$ cat src/rtl/cmd_frame_pkg.sv
// ---------------------------------------------------------------------------
// cmd_frame_pkg
// Shared definitions for the command frame parser.
//   - state_e     : parser FSM states
//   - SYNC1/SYNC2 : frame header bytes
//   - CMD_SW_A/B  : switch-to-CPU-A / switch-to-CPU-B command codes
//   - FRAME_LEN   : bytes per frame (SYNC1, SYNC2, CMD, ARG, CHK)
//   - frame_chk() : frame checksum, (CMD + ARG) mod 256
// ---------------------------------------------------------------------------
package cmd_frame_pkg;

  localparam logic [7:0] SYNC1    = 8'hEB;
  localparam logic [7:0] SYNC2    = 8'h90;
  localparam logic [7:0] CMD_SW_A = 8'h5A;
  localparam logic [7:0] CMD_SW_B = 8'hA5;
  localparam int         FRAME_LEN = 5;

  typedef enum logic [2:0] {
    IDLE = 3'd0,
    HDR2 = 3'd1,
    CMD  = 3'd2,
    ARG  = 3'd3,
    CHK  = 3'd4,
    EXEC = 3'd5,
    FWD  = 3'd6
  } state_e;

  // 8-bit addition wraps naturally, giving the mod-256 checksum.
  function automatic logic [7:0] frame_chk(input logic [7:0] cmd_b, input logic [7:0] arg_b);
    return cmd_b + arg_b;
  endfunction

endpackage

$ cat src/rtl/cmd_byte_fetch.sv
// ---------------------------------------------------------------------------
// cmd_byte_fetch
// Pops bytes from the selected receive FIFO with a mandatory one-cycle gap
// after every pop so the FIFO's count and head byte can settle.
// Ports:
//   clk, rst_n   : clock, asynchronous active-low reset
//   com_count    : bytes pending in the FIFO
//   rec_command  : FIFO head byte
//   hold         : stall request from the parser (EXEC/FWD)
//   com_pop      : one-cycle pop strobe (same cycle the byte is taken)
//   byte_valid   : a byte is taken this cycle; the parser registers it at
//                  the end of the cycle, so it acts on it from the next one
//   byte_data    : the byte being taken
// ---------------------------------------------------------------------------
module cmd_byte_fetch #(
  parameter int FIFO_CNT_W = 5
) (
  input  logic                  clk,
  input  logic                  rst_n,
  input  logic [FIFO_CNT_W-1:0] com_count,
  input  logic [7:0]            rec_command,
  input  logic                  hold,
  output logic                  com_pop,
  output logic                  byte_valid,
  output logic [7:0]            byte_data
);

  logic gap_q, gap_d;
  logic pop;

  always_comb begin
    pop   = !gap_q && !hold && (com_count != '0);
    // The cycle after a pop is always idle.
    gap_d = pop;
  end

  always_ff @(posedge clk or negedge rst_n) begin
    if (!rst_n) begin
      gap_q <= 1'b0;
    end else begin
      gap_q <= gap_d;
    end
  end

  assign com_pop    = pop;
  assign byte_valid = pop;
  assign byte_data  = rec_command;

endmodule

$ cat src/rtl/cmd_frame_parser.sv
// ---------------------------------------------------------------------------
// cmd_frame_parser
// Hunts for 5-byte command frames (SYNC1 SYNC2 CMD ARG CHK) in the selected
// receive FIFO, validates CHK = CMD + ARG, executes switch commands and
// forwards every other valid frame to the CPU A/B UART transmitters.
// Ports:
//   clk, rst_n          : clock, asynchronous active-low reset
//   com_count           : bytes pending in the receive FIFO
//   rec_command         : receive FIFO head byte
//   command_time_out_d  : idle timeout; aborts a partially received frame
//   com_pop             : one-cycle FIFO pop strobe
//   force_swi           : one-cycle CPU switch pulse
//   com_swi             : commanded CPU (0 = A, 1 = B), level
//   error               : checksum error flag, level
//   tf_push_cpuAB       : push strobe to the CPU TX FIFOs
//   tdr_cpuAB           : byte pushed to the CPU TX FIFOs
// ---------------------------------------------------------------------------
module cmd_frame_parser
  import cmd_frame_pkg::*;
#(
  parameter int FIFO_CNT_W = 5
) (
  input  logic                  clk,
  input  logic                  rst_n,
  input  logic [FIFO_CNT_W-1:0] com_count,
  input  logic [7:0]            rec_command,
  input  logic                  command_time_out_d,
  output logic                  com_pop,
  output logic                  force_swi,
  output logic                  com_swi,
  output logic                  error,
  output logic                  tf_push_cpuAB,
  output logic [7:0]            tdr_cpuAB
);

  state_e     state_q, state_d;
  logic [7:0] buf_q [FRAME_LEN];
  logic [7:0] buf_d [FRAME_LEN];
  logic [2:0] fwd_idx_q, fwd_idx_d;
  logic       force_swi_q, force_swi_d;
  logic       com_swi_q, com_swi_d;
  logic       error_q, error_d;

  logic       hold;
  logic       byte_valid;
  logic [7:0] byte_data;
  logic       in_frame;

  assign hold = (state_q == EXEC) || (state_q == FWD);

  cmd_byte_fetch #(
    .FIFO_CNT_W (FIFO_CNT_W)
  ) u_fetch (
    .clk         (clk),
    .rst_n       (rst_n),
    .com_count   (com_count),
    .rec_command (rec_command),
    .hold        (hold),
    .com_pop     (com_pop),
    .byte_valid  (byte_valid),
    .byte_data   (byte_data)
  );

  always_comb begin
    state_d     = state_q;
    buf_d       = buf_q;
    fwd_idx_d   = fwd_idx_q;
    force_swi_d = 1'b0;
    com_swi_d   = com_swi_q;
    error_d     = error_q;
    in_frame    = (state_q == HDR2) || (state_q == CMD) ||
                  (state_q == ARG)  || (state_q == CHK);

    // Timeout beats any byte taken in the same cycle; that byte is dropped.
    if (in_frame && command_time_out_d) begin
      state_d = IDLE;
    end else begin
      case (state_q)
        IDLE: begin
          if (byte_valid && byte_data == SYNC1) begin
            buf_d[0] = byte_data;
            state_d  = HDR2;
          end
        end
        HDR2: begin
          if (byte_valid) begin
            if (byte_data == SYNC2) begin
              buf_d[1] = byte_data;
              state_d  = CMD;
            end else if (byte_data != SYNC1) begin
              state_d  = IDLE;
            end
            // A repeated SYNC1 keeps us waiting for SYNC2.
          end
        end
        CMD: begin
          if (byte_valid) begin
            buf_d[2] = byte_data;
            state_d  = ARG;
          end
        end
        ARG: begin
          if (byte_valid) begin
            buf_d[3] = byte_data;
            state_d  = CHK;
          end
        end
        CHK: begin
          if (byte_valid) begin
            buf_d[4] = byte_data;
            state_d  = EXEC;
          end
        end
        EXEC: begin
          if (frame_chk(buf_q[2], buf_q[3]) != buf_q[4]) begin
            error_d = 1'b1;
            state_d = IDLE;
          end else begin
            error_d = 1'b0;
            if (buf_q[2] == CMD_SW_A) begin
              force_swi_d = 1'b1;
              com_swi_d   = 1'b0;
              state_d     = IDLE;
            end else if (buf_q[2] == CMD_SW_B) begin
              force_swi_d = 1'b1;
              com_swi_d   = 1'b1;
              state_d     = IDLE;
            end else begin
              fwd_idx_d = 3'd0;
              state_d   = FWD;
            end
          end
        end
        FWD: begin
          if (fwd_idx_q == 3'(FRAME_LEN - 1)) begin
            fwd_idx_d = 3'd0;
            state_d   = IDLE;
          end else begin
            fwd_idx_d = fwd_idx_q + 3'd1;
          end
        end
        default: state_d = IDLE;
      endcase
    end
  end

  always_ff @(posedge clk or negedge rst_n) begin
    if (!rst_n) begin
      state_q     <= IDLE;
      fwd_idx_q   <= 3'd0;
      force_swi_q <= 1'b0;
      com_swi_q   <= 1'b0;
      error_q     <= 1'b0;
    end else begin
      state_q     <= state_d;
      fwd_idx_q   <= fwd_idx_d;
      force_swi_q <= force_swi_d;
      com_swi_q   <= com_swi_d;
      error_q     <= error_d;
    end
  end

  genvar gi;
  generate
    for (gi = 0; gi < FRAME_LEN; gi++) begin : g_buf
      always_ff @(posedge clk or negedge rst_n) begin
        if (!rst_n) begin
          buf_q[gi] <= 8'h00;
        end else begin
          buf_q[gi] <= buf_d[gi];
        end
      end
    end
  endgenerate

  // Pushes are decoded straight from the state so a reset during FWD
  // cuts them off in the same cycle.
  assign tf_push_cpuAB = (state_q == FWD);
  assign tdr_cpuAB     = (state_q == FWD) ? buf_q[fwd_idx_q] : 8'h00;
  assign force_swi     = force_swi_q;
  assign com_swi       = com_swi_q;
  assign error         = error_q;

endmodule

$ cat config.mk
export PLATFORM = sky130hd
export DESIGN_NAME = cmd_frame_parser
export DESIGN_NICKNAME = d
export VERILOG_FILES = /design/src/rtl/cmd_frame_pkg.sv /design/src/rtl/cmd_byte_fetch.sv /design/src/rtl/cmd_frame_parser.sv
export SDC_FILE = /design/constraint.sdc
export NUM_CORES = 1
export LEC_CHECK = 0
export ABC_AREA = 1
export CAP_MARGIN = 20
export CORE_UTILIZATION = 30
export CTS_BUF_LIST = sky130_fd_sc_hd__clkbuf_8
export CTS_CLUSTER_DIAMETER = 60
export CTS_CLUSTER_SIZE = 20
export DETAILED_ROUTE_END_ITERATION = 10
export PLACE_DENSITY = 0.57
export SLEW_MARGIN = 20
export SYNTH_ARGS = -nofsm -noshare
export SYNTH_HDL_FRONTEND = slang
export SYNTH_SLANG_ARGS = --single-unit
$ cat constraint.sdc
create_clock -name clk -period 2.8 [get_ports clk]
set_input_delay 0.28 -clock clk [delete_from_list [all_inputs] [get_ports clk]]
set_output_delay 0.28 -clock clk [all_outputs]
set_load 0.005 [all_outputs]
# Yosys cells after proc, flatten, opt, wreduce, memory -nomap -nowiden
# Index checks and enable logic that the tools add are counted.
[classes] add_sub_neg=2 order_cmp=1 n_eq_ne=23 mux=30 bitwise_logic=3 n_reduce_logical=23
[op_table] operator="3-bit 2-to-1 mux" n=16
[op_table] operator="8-bit binary-select mux with 3-bit select" n=1
[op_table] operator="8-bit equality test, second input constant" n=3
[op_table] operator="8-bit 2-to-1 mux" n=3
[op_table] operator="3-bit case mux with 7 select lines" n=1
[op_table] operator="3-bit equality test, second input constant" n=4
[op_table] operator="3-bit by 2-bit != test with 1-bit output, second input constant" n=4
[op_table] operator="3-bit AND reduction" n=4
[op_table] operator="8-bit adder" n=1
[op_table] operator="8-bit by 7-bit equality test with 1-bit output, second input constant" n=1
[op_table] operator="1-bit 2-to-1 mux" n=8
[op_table] operator="8-bit != test" n=1
[op_table] operator="8-bit != test, second input constant" n=1
[op_table] operator="4-bit AND reduction" n=2
[op_table] operator="7-bit AND reduction" n=1
[op_table] operator="3-bit by 2-bit equality test with 1-bit output, second input constant" n=2
[op_table] operator="2-bit != test, second input constant" n=3
[op_table] operator="3-bit case mux with 2 select lines" n=1
[op_table] operator="5-bit AND reduction" n=1
[op_table] operator="5-bit nonzero test" n=1
[op_table] operator="4-bit >= comparator, second input constant" n=1
[op_table] operator="1-bit logical AND" n=4
[op_table] operator="1-bit logical OR" n=4
[op_table] operator="4-bit by 1-bit != test with 1-bit output, second input constant" n=1
[op_table] operator="other kinds (10)" n=13
[totals] register_bits=50 out_inout_bits=13 wordCells=93

# Longest topological paths before layout
[depth] depth_word=9 ltp_mapped=15 ltp_nobuf=15

# Cells and area by module
# Synthesis repeated with hierarchy kept, for this count alone.
[unflattened] cells_unflattened=426 area_unflattened_um2=3129.3
[by_module_without_submodules] module="cmd_frame_parser" n_inst=1 cells_each=409 area_per_inst_um2=3006.6
[by_module_without_submodules] module="cmd_byte_fetch" n_inst=1 cells_each=17 area_per_inst_um2=122.6

# Worst setup path before layout
# OpenSTA, ideal clock, no wires.
[synth_path] kind="register -> register" startpoint="reg buf_q[16] in the netlist's numbering" endpoint="reg fwd_idx_q[1]" setup_time_ns=0.117 arrival_time_ns=1.886 required_ns=2.683 setup_slack_ns=0.797 path_stages_with_launch=13 path_buffers=0 synth_period_minus_slack_ns=2.003 cell_sequence="dfrtp_1 -> ha_1 -> fa_1 -> xnor2_1 -> nand2_1 -> nor2_1 -> nand3_1 -> nor2_1 -> nand2_1 -> nand2_1 -> nand2_1 -> nand2_1 -> nand2_1"
[synth_via] elab_chain_cells=4
[synth_lines] element="start, declared" line="cmd_frame_parser.sv:37" rtl="logic [7:0] buf_q [FRAME_LEN];"
[synth_lines] element="start signal, assigned by index" line="cmd_frame_parser.sv:170" rtl="buf_q[gi] <= buf_d[gi];"
[synth_lines] element="8-bit adder" line="cmd_frame_pkg.sv:30" rtl="return cmd_b + arg_b;"
[synth_lines] element="8-bit != test" line="cmd_frame_parser.sv:115" rtl="if (frame_chk(buf_q[2], buf_q[3]) != buf_q[4]) begin"
[synth_lines] element="2-bit != test (no line)"
[synth_lines] element="5-bit AND reduction (no line) *"
[synth_lines] element="end signal, assigned" line="cmd_frame_parser.sv:156" rtl="fwd_idx_q <= fwd_idx_d;"
[synth_lines] element="end, declared" line="cmd_frame_parser.sv:39" rtl="logic [2:0] fwd_idx_q, fwd_idx_d;"
# Every way passes the cells marked *; elsewhere a longest branch is shown, timed or not.
# A chain may end at the register's enable or synchronous reset.

# Final worst setup path
[layout_path] startpoint="reg fwd_idx_q[0]" endpoint="out tdr_cpuAB[2]"
[layout_via] elab_chain_cells=5
[layout_lines] element="3-bit inverter with 4-bit output (implied by the code)" line="cmd_frame_parser.sv:179" rtl="assign tdr_cpuAB = (state_q == FWD) ? buf_q[fwd_idx_q] : 8'h00;"
[layout_lines] element="8-bit binary-select mux with 3-bit select" line="cmd_frame_parser.sv:179"
[layout_lines] element="8-bit 2-to-1 mux (implied by the code) (2 in series)" line="cmd_frame_parser.sv:179"
[layout_lines] element="8-bit 2-to-1 mux" line="cmd_frame_parser.sv:179"
[layout_lines] element="end, declared" line="cmd_frame_parser.sv:33" rtl="output logic [7:0] tdr_cpuAB"
# Every way passes these cells. The select of a mux whose other input is x is not followed.

==> results.yml <==
yosys:
  synth_common_cells: "nand2_1 (108), inv_1 (63), dfrtp_1 (50), nor2_1 (26)"
  synthArstFlopShare_pct: 100
  synth.area.top_cells: "dfrtp_1 (40%), nand2_1 (13%), inv_1 (7.6%)"
  ys_ff_latch: 50
  synth_ff_type: "dfrtp_1"
  synth_cell_types: 35
  synth_top_area_share_pct: 40.3
  synth_edf_count: 0
  syn-num-nets: 435
  post-synth-top-count-cell: "nand2_1"
  netlist_area_mm2: 0.00310
  seq_area_frac_synth_pct: 40.3
  avgSynthCellArea_um2: 7.59
  synth_cells: 409
  synth_top_cell_by_area: "dfrtp_1"
  synth_warnings: 0
worst_setup_path:
  timing.critical_path.depth: 6
  worstPathBufferInverterCount: 3
  r2r_setup_slack_ns: 0.46
  slowest_stage: "clkdlybuf4s50_1"
  worst-endpoint-arrival_ns: 2.18
  cp_cell_sequence: "inv_1 -> a21oi_1 -> o21ai_0 -> a311o_1 -> inv_1 -> clkdlybuf4s50_1"
  rr_worst_depth: 14
  crit_top_cell: "inv_1"
  end_kind: "output pin"
  critPathLaunchType: "register"
  cp_top_family: "buffers and inverters"
  slowest_delay_ns: 0.49
  worstSetupPathType: "reg -> out"
  timing.rr.start: "buf_q[16]"
  path_max_fanout: 15
  rr_endpoint: "fwd_idx_q[0]"
  critPathRequiredTime_ns: 2.52
floorplan:
  start_util_pct: 31.3
  io_pins: 29
  die_area_mm2: 0.0108
  die_y_um: 104
  die_x_um: 104
  rows: 36
  core_mm2: 0.00991
run:
  maxCapViolations: 0
timing:
  finalSetupTns_ns: 0
  fmax_mhz: 407
  period_needed_ns: 2.46
  worst_slew_pin_slew_ns: 0.609
  fin_ws_ns: 0.343
  rsz0062_at_grt: "false"
  relSlewSlack_pct: 59.4
  fin_worst_skew_ns: 0.00538
  setup_viol: 0
  drv_slew: 0
  hold_viol: 0
  min_period_over_period_pct: 87.8
drt:
  drc: 0
  first_pass_iters: 4
  ant_nets: 0
  vias: 2646
  wire_per_inst_um: 13.8
  drt-total-wl_um: 7900
  first_iter_violations: 142
  via_per_inst: 4.63
placement:
  port_buffers: 28
  hpwl_um: 6030
  place_congestion: 0.832
  pre_cts_ws_ns: 0.449
clock_network:
  clkTransAtPathRegs_ns: 0.10
  cts_buffers: 5
  clock_latency_ns: 0.31
  cts_buffer_depth: 2
  htree_levels: 2
  cts_setup_buffers: 0
  cts-root-buf: "clkbuf_8"
  cts.sinks: 50
  cts_tree: "yes"
global_routing:
  grt_pass1_vias: 2655
  antenna_found_initial: 0
  grt_pass1_wl_um: 13600
  grt_usage_pct: 16.0
  overflow: 0
  grt_max_degree: 29
pwr:
  p_total_mw: 2.51
  power.density_mw_per_mm2: 693
  peakVddDrop_mv: 0.310
  p_leak_nw: 1.85
worst_hold_path:
  min_from: "buf_q[28]"
  min_delay_worst_endpoint: "buf_q[28]"
  hold_path_depth: 2
  hold_path.class: "reg -> reg"
final_layout:
  syn_to_final_growth_pct: 16.7
  drive_gt1_share_pct: 12.3
  antennaDiodeCount: 0
  fin_nets: 463
outcome:
  status: "complete, no violations"
[worst reg2reg max path, cell delays in order, from the launching register on]
cell and delay (ns):
dfrtp_1 0.44, ha_1 0.23, fa_1 0.40, nand2_1 0.12
nand2_1 0.09, nand3_1 0.10, nand3b_1 0.08, nand2_1 0.07
nand2_1 0.05, nor2_1 0.23, nand2_1 0.11, nand2_1 0.11
nand2_1 0.09, nand2_1 0.08, nand2_1 0.05
[report_power, final]
part | leakage, nW | internal (mW) | switching [mW] | total (mW)
Combinational | 1.18 | 0.377 | 0.608 | 0.984
Clock | 0.0556 | 0.264 | 0.262 | 0.526
Sequential | 0.621 | 0.846 | 0.154 | 1.00
[repair_timing]
item,in CTS,in global routing
hold buffers,1,0
resized for setup,0,0
hold endpoints to repair,22,0
[state kept, by name, summed over array words and instances (netlist names)]
signal / cells
buf_q: 40
com_swi: 1
error: 1
force_swi: 1
fwd_idx_q: 3
state_q: 3
u_fetch.gap_q: 1
[through the flow]
step | instance area (um^2) | cells | utilization (%) | hold slack, ns
final | 3620 | 571 | 36.6 | 0.468
after global routing | 3620 | 571 | 36.6 | 0.493
after CTS | 3620 | 571 | 36.6 | 0.472
after detailed placement | 3500 | 562 | 35.3 | 0.319
after global placement | 3500 | 562 | 35.3 | 0.306
after floorplan | 3100 | 409 | - | -0.0156
[layout make-up]
| cell class | count | area (um^2) |
|---|---|---|
| Timing Repair Buffer | 32 | 308 |
| Fill cell | 1048 | 6290 |
| Clock inverter | 3 | 41.3 |
| Tap cell | 133 | 166 |
| Clock buffer | 5 | 68.8 |
| Inverter | 69 | 267 |
| Sequential cell | 50 | 1250 |
| Multi-Input combinational cell | 279 | 1520 |
[per-layer routing]
metal | up-vias | track usage, % | share of wire, %
li1 | 1367 | - | -
met3 | 10 | 2.39 | 2.5
met2 | 38 | 25.6 | 45
met1 | 1231 | 22.0 | 50
met4 | 0 | 5.61 | 2.1
met5 | - | 0 | 0
[cell usage in the layout (no fill, tap or decap)]
cell type,Yosys,routed
nor2_1,26,26
inv_6,1,1
nor2_2,3,3
inv_2,2,2
dlygate4sd3_1,0,1
dfrtp_1,50,50
clkdlybuf4s50_1,0,27
xnor2_1,4,4
ha_1,9,9
o21ai_2,24,24
o21ai_0,22,22
o21a_1,1,1
nand2_2,2,2
nor4_1,5,5
nor3_2,1,1
a21boi_0,1,1
a311o_1,4,4
clkbuf_8,0,5
buf_4,0,3
buf_2,1,1
nand2_4,4,4
nor3_1,9,9
inv_1,63,64
nand2_1,108,108
clkinvlp_4,0,1
nand3_1,11,11
fa_1,1,1
a21oi_1,24,24
nand3_2,3,3
bufinv_16,0,1
inv_4,1,1
or2_0,1,1
xor2_1,1,1
o21ai_1,4,4
or2_2,2,2
nand3b_1,2,2
nand4_1,7,7
clkinv_1,2,2
[worst max-delay path by stage]
| stage | start | endpoint | slack (ns) |
|---|---|---|---|
| finish | fwd_idx_q[0] | tdr_cpuAB[2] | 0.34 |
| global route | fwd_idx_q[0] | tdr_cpuAB[5] | 0.16 |
| CTS | fwd_idx_q[0] | tdr_cpuAB[5] | 0.34 |
| detailed placement | buf_q[16] | fwd_idx_q[0] | 0.45 |
| global placement | buf_q[16] | fwd_idx_q[2] | 0.57 |
| floorplan | buf_q[16] | fwd_idx_q[1] | 0.80 |
[cell families (layout without fill, tap and decap cells)]
kind of cell    Yosys count  in the layout  share of synthesized area, %
compound gates           80             80                          16.6
xor+xnor                  5              5                          1.41
fa+ha+maj                10             10                          4.27
buf+inv                  80            109                          10.7
flops                    50             50                          40.3
simple gates            184            184                          26.7
Power figures use the tool's default switching activity.
